===== src/rtl/mission_sequencer.sv =====
// mission_sequencer
// Top-level run controller for the line-following car. Sequences the
// tracking/u-turn block through LAPS track segments:
//   TRACK -> PAUSE1 -> UTURN -> PAUSE2 -> TRACK ... -> DONE
// A single phase counter serves both as the pause timer and as the
// per-phase watchdog. When the watchdog expires, the sequencer enters a
// sticky FAULT state.
//
// Ports:
//   rst            in   async active-low reset
//   clk            in   clock
//   start          in   run request (acted on only in IDLE or DONE)
//   abort          in   emergency stop; overrides every other event
//   end_of_track   in   tracking block reports that all IR sensors see black
//   uturn_finished in   tracking block reports a completed u-turn
//   en_tracking    out  enable line tracking
//   en_uturn       out  enable u-turn
//   lap_count[3:0] out  completed track segments in the current run
//   busy           out  run in progress (TRACK..PAUSE2)
//   done           out  run completed
//   fault          out  watchdog expired (sticky until abort or rst)
//
// All outputs are registered and decoded from the next state, so they
// change on the same edge as the state register.
module mission_sequencer #(
  parameter int LAPS           = 2,
  parameter int PAUSE_CYCLES   = 6,
  parameter int TIMEOUT_CYCLES = 40,
  parameter int CNT_W          = 8
) (
  input  logic       rst,
  input  logic       clk,
  input  logic       start,
  input  logic       abort,
  input  logic       end_of_track,
  input  logic       uturn_finished,
  output logic       en_tracking,
  output logic       en_uturn,
  output logic [3:0] lap_count,
  output logic       busy,
  output logic       done,
  output logic       fault
);

  typedef enum logic [2:0] {
    S_IDLE,
    S_TRACK,
    S_PAUSE1,
    S_UTURN,
    S_PAUSE2,
    S_DONE,
    S_FAULT
  } state_t;

  localparam logic [CNT_W-1:0] PAUSE_LAST   = CNT_W'(PAUSE_CYCLES - 1);
  localparam logic [CNT_W-1:0] TIMEOUT_LAST = CNT_W'(TIMEOUT_CYCLES - 1);
  localparam logic [3:0]       LAPS_L       = 4'(LAPS);

  state_t           state_q, state_d;
  logic [CNT_W-1:0] cnt_q, cnt_d;
  logic [3:0]       lap_q, lap_d;
  logic             en_tracking_q, en_tracking_d;
  logic             en_uturn_q, en_uturn_d;
  logic             busy_q, busy_d;
  logic             done_q, done_d;
  logic             fault_q, fault_d;

  // Next-state logic. Same-cycle priorities: abort beats everything;
  // a status input beats the watchdog in the same phase.
  always_comb begin
    // NOTE: every signal assigned here gets a default first, so no path
    // through the case statement can infer a latch.
    state_d = state_q;
    cnt_d   = cnt_q;
    lap_d   = lap_q;

    if (abort) begin
      state_d = S_IDLE;
      cnt_d   = '0;
      lap_d   = '0;
    end else begin
      unique case (state_q)
        S_IDLE: begin
          if (start) begin
            state_d = S_TRACK;
            cnt_d   = '0;
            lap_d   = '0;
          end
        end
        S_TRACK: begin
          if (end_of_track) begin
            state_d = S_PAUSE1;
            cnt_d   = '0;
            lap_d   = lap_q + 4'd1;
          end else if (cnt_q == TIMEOUT_LAST) begin
            state_d = S_FAULT;
          end else begin
            cnt_d = cnt_q + 1'b1;
          end
        end
        S_PAUSE1: begin
          if (cnt_q == PAUSE_LAST) begin
            state_d = (lap_q == LAPS_L) ? S_DONE : S_UTURN;
            cnt_d   = '0;
          end else begin
            cnt_d = cnt_q + 1'b1;
          end
        end
        S_UTURN: begin
          if (uturn_finished) begin
            state_d = S_PAUSE2;
            cnt_d   = '0;
          end else if (cnt_q == TIMEOUT_LAST) begin
            state_d = S_FAULT;
          end else begin
            cnt_d = cnt_q + 1'b1;
          end
        end
        S_PAUSE2: begin
          // Wait out the pause and for the tracking block to release
          // uturn_finished. The counter saturates rather than wrapping
          // while uturn_finished is held.
          if (cnt_q >= PAUSE_LAST && !uturn_finished) begin
            state_d = S_TRACK;
            cnt_d   = '0;
          end else if (cnt_q == TIMEOUT_LAST) begin
            state_d = S_FAULT;
          end else begin
            cnt_d = cnt_q + 1'b1;
          end
        end
        S_DONE: begin
          if (start) begin
            state_d = S_TRACK;
            cnt_d   = '0;
            lap_d   = '0;
          end
        end
        S_FAULT: ;
        default: begin
          state_d = S_IDLE;
          cnt_d   = '0;
          lap_d   = '0;
        end
      endcase
    end
  end

  // Outputs are decoded from the next state so they register together with it.
  always_comb begin
    en_tracking_d = (state_d == S_TRACK);
    en_uturn_d    = (state_d == S_UTURN);
    busy_d        = (state_d == S_TRACK)  || (state_d == S_PAUSE1) ||
                    (state_d == S_UTURN)  || (state_d == S_PAUSE2);
    done_d        = (state_d == S_DONE);
    fault_d       = (state_d == S_FAULT);
  end

  // NOTE: sequential state uses non-blocking assignments only, so every
  // flop samples the pre-edge values regardless of statement order.
  always_ff @(posedge clk or negedge rst) begin
    if (!rst) begin
      state_q       <= S_IDLE;
      cnt_q         <= '0;
      lap_q         <= '0;
      en_tracking_q <= 1'b0;
      en_uturn_q    <= 1'b0;
      busy_q        <= 1'b0;
      done_q        <= 1'b0;
      fault_q       <= 1'b0;
    end else begin
      state_q       <= state_d;
      cnt_q         <= cnt_d;
      lap_q         <= lap_d;
      en_tracking_q <= en_tracking_d;
      en_uturn_q    <= en_uturn_d;
      busy_q        <= busy_d;
      done_q        <= done_d;
      fault_q       <= fault_d;
    end
  end

  assign en_tracking = en_tracking_q;
  assign en_uturn    = en_uturn_q;
  assign lap_count   = lap_q;
  assign busy        = busy_q;
  assign done        = done_q;
  assign fault       = fault_q;

endmodule


===== config.mk =====
export PLATFORM = sky130hd
export DESIGN_NAME = mission_sequencer
export DESIGN_NICKNAME = d
export VERILOG_FILES = /design/src/rtl/mission_sequencer.sv
export SDC_FILE = /design/constraint.sdc
export NUM_CORES = 1
export LEC_CHECK = 0
export ABC_CLOCK_PERIOD_IN_PS = 2780
export CAP_MARGIN = 20
export CORE_MARGIN = 10
export CORE_UTILIZATION = 56
export CTS_BUF_LIST = sky130_fd_sc_hd__clkbuf_8 sky130_fd_sc_hd__clkbuf_16
export DETAILED_ROUTE_END_ITERATION = 8
export PLACE_DENSITY = 0.79
export SKIP_CTS_REPAIR_TIMING = 1
export SLEW_MARGIN = 20
export SYNTH_ARGS = -nofsm -noshare
export SYNTH_HDL_FRONTEND = slang
export SYNTH_SLANG_ARGS = --single-unit
export TNS_END_PERCENT = 30

===== constraint.sdc =====
create_clock -name clk -period 2.78 [get_ports clk]
set_clock_uncertainty 0.15 [all_clocks]
set_input_delay 0.556 -clock clk [delete_from_list [all_inputs] [get_ports clk]]
set_output_delay 0.556 -clock clk [all_outputs]
set_load 0.005 [all_outputs]

==> impl_metrics.env <==
export IMPL_clk_path_buf_depth=2
export IMPL_powerDensity_mw_per_mm2=382
export IMPL_slew_viol_final=0
export IMPL_cts_buffers=3
export IMPL_grt_pass1_vias=1314
export IMPL_yosysWarningCount=0
export IMPL_synth_edf_count=0
export IMPL_numClockSinks=20
export IMPL_ant_nets=0
export IMPL_worstHoldPathCells=1
export IMPL_routed_via_density=6.03
export IMPL_finalCoreUtilization=0.698
export IMPL_die_w_microns=70.6
export IMPL_pre_cts_ws_ns=0.0303
export IMPL_crit_path_start_kind="input port"
export IMPL_dieArea_sq_mm=0.00499
export IMPL_finalCriticalPeriod_ns=2.51
export IMPL_ys_types=58
export IMPL_final_cell_area_sq_mm=0.00171
export IMPL_pin_count=15
export IMPL_final_common_cell="dfrtp_1"
export IMPL_rows=18
export IMPL_status="finished clean"
export IMPL_fin_ws_ns=0.270
export IMPL_vias=1290
export IMPL_tightest_slew_ns=0.537
export IMPL_ys_ff_latch=20
export IMPL_fmax_mhz=398
export IMPL_fillers=190
export IMPL_grt_max_degree=21
export IMPL_firstDrtPassIters=4
export IMPL_ir_worst_vdd_mv=0.382
export IMPL_async_flop_share=1.00
export IMPL_antenna_found_initial=0
export IMPL_crit_slowest_cell="clkdlybuf4s50_1"
export IMPL_grt_pass1_wl_microns=5930
export IMPL_netlist_area_sq_mm=0.00144
export IMPL_layout_common_cells="dfrtp_1 (20), nor2_1 (15), clkdlybuf4s50_1 (14)"
export IMPL_syn_instance_count=161
export IMPL_max_stage_delay_ns=0.50
export IMPL_place_gp_congestion=1.01
export IMPL_root_buffer="clkbuf_8"
export IMPL_reg2reg_depth=8
export IMPL_fp_dieH_microns=70.6
export IMPL_setup_viol=0
export IMPL_overflow=0
export IMPL_setup_tns_ns=0
export IMPL_insertion_delay_ns=0.26
export IMPL_path_max_fanout=6
export IMPL_clk_pin_slew_ns=0.07
export IMPL_crit_family="simple AND/OR/NAND/NOR gates"
export IMPL_power_frac_comb=0.190
export IMPL_synthFlopType="dfrtp_1"
export IMPL_yosysSeqAreaShare=0.348
export IMPL_routedWlPerCell_microns=16.3
export IMPL_swShare=0.261
export IMPL_syn_avg_cell_area_sq_um=8.92
export IMPL_drc=0
export IMPL_diodes=0
export IMPL_sequentialPowerShare=0.469
export IMPL_syn_nets=172
export IMPL_relSlewSlack=0.642
export IMPL_intPower_mw=0.485
export IMPL_synthToLayoutAreaGrowth_pct=19.3
export IMPL_initial_utilization=0.585
export IMPL_core_area_sq_mm=0.00245
export IMPL_cts_tree="done"
export IMPL_hold_path_class="reg -> reg"
export IMPL_layout_drive_gt1_share=0.136
export IMPL_hold_violations=0
export IMPL_critical_path_class="in -> reg"
export IMPL_arrival_ns=2.55
export IMPL_drv_cap=0
export IMPL_total_leakage_power_nw=0.711
export IMPL_critical_path_depth=7
export IMPL_path_cells="clkdlybuf4s50_1 -> or3b_2 -> a41oi_2 -> a2111oi_2 -> or2_1 -> or3_1 -> o211ai_2"
export IMPL_clkPwrFrac=0.340
export IMPL_port_buffers=14
export IMPL_finalWirelength_microns=3490
export IMPL_first_iter_violations=64
export IMPL_place_hpwl_microns=2690
export IMPL_p_switching_mw=0.171
export IMPL_path_buf_inv=1
export IMPL_worstPathRequired_ns=2.82
export IMPL_crit_path_end_kind="flip-flop"
export IMPL_postPlaceCellArea_sq_mm=0.00165
export IMPL_grtUsageTotal=0.138
export IMPL_nNetsFinal=196
export IMPL_rsz0062_at_grt="false"
export IMPL_cts_htree_levels=1
export IMPL_timing_final_crit_share=0.903
-- logic make-up after synthesis --
kind of cell | share of synthesized area
AOI/OAI and AO/OA | 0.233
DFF | 0.348
and+or+nand+nor | 0.313
adders and majority gates | 0.0436
buffers and inverters | 0.0401
muxes | 0.0218
-- cells in the mapped netlist (3+ instances only) --
cell      instances  area [sq um]
and3_1            3          18.8
nand2b_1          5          31.3
nand3_1           6          30.0
inv_1             5          18.8
nor2_1           15          56.3
nand2_1          11          41.3
nor3b_1           4          30.0
a21oi_1           6          30.0
a31oi_1           3          18.8
nor3_1            7          35.0
or2_1             3          18.8
ha_1              5          62.6
nor2b_1           4          25.0
o21ai_0          11          55.1
dfrtp_1          20           500
-- registers in the layout, summed over array words and instances (netlist names) --
signal       cells
en_uturn         1
lap_count        4
state_q          3
fault            1
done             1
en_tracking      1
busy             1
cnt_q            8
-- cell type report --
cell class | instances | area (sq um) | share of cell area
Multi-Input combinational cell | 130 | 883 | 0.515
Sequential cell | 20 | 500 | 0.292
Tap cell | 30 | 37.5 | 0.0219
Clock buffer | 4 | 55.1 | 0.0321
Timing Repair Buffer | 24 | 215 | 0.126
Inverter | 6 | 22.5 | 0.0131
-- final timing paths --
check | from | end | slack, ns
hold / removal | lap_count[3] | lap_count[3] | 0.38
min in group asynchronous | rst | cnt_q[2] | 0.48
hold reg to reg | lap_count[3] | lap_count[3] | 0.38
setup reg to reg | cnt_q[1] | cnt_q[5] | 0.32
setup / recovery | uturn_finished | cnt_q[3] | 0.27
max in group asynchronous | rst | cnt_q[6] | 1.78
-- metal layers --
| layer | GRT usage | part of all wire |
|---|---|---|
| met4 | 0.0624 | 0.014 |
| met3 | 0.0237 | 0.035 |
| met5 | 0 | 0 |
| met1 | 0.162 | 0.45 |
| met2 | 0.238 | 0.50 |
-- power by group through the flow --
| stage | clock network (mW) | logic (mW) | registers, mW |
|---|---|---|---|
| 2_1_floorplan | 0 | 0.0759 | 0.310 |
| 3_3_place_gp | 0 | 0.119 | 0.312 |
| 3_5_place_dp | 0 | 0.124 | 0.313 |
| 4_1_cts | 0.230 | 0.124 | 0.307 |
| 5_1_grt | 0.237 | 0.138 | 0.309 |
| 6_report | 0.223 | 0.125 | 0.307 |
-- per-stage QoR --
stage                     hold WS [ns]  power (mW)  cells
final                            0.384       0.655    214
after global routing             0.416       0.684    214
after CTS                        0.374       0.661    214
after detailed placement         0.362       0.436    210
after global placement           0.346       0.431    210
after floorplan                  0.110       0.386    161
Power figures use the tool's default switching activity.
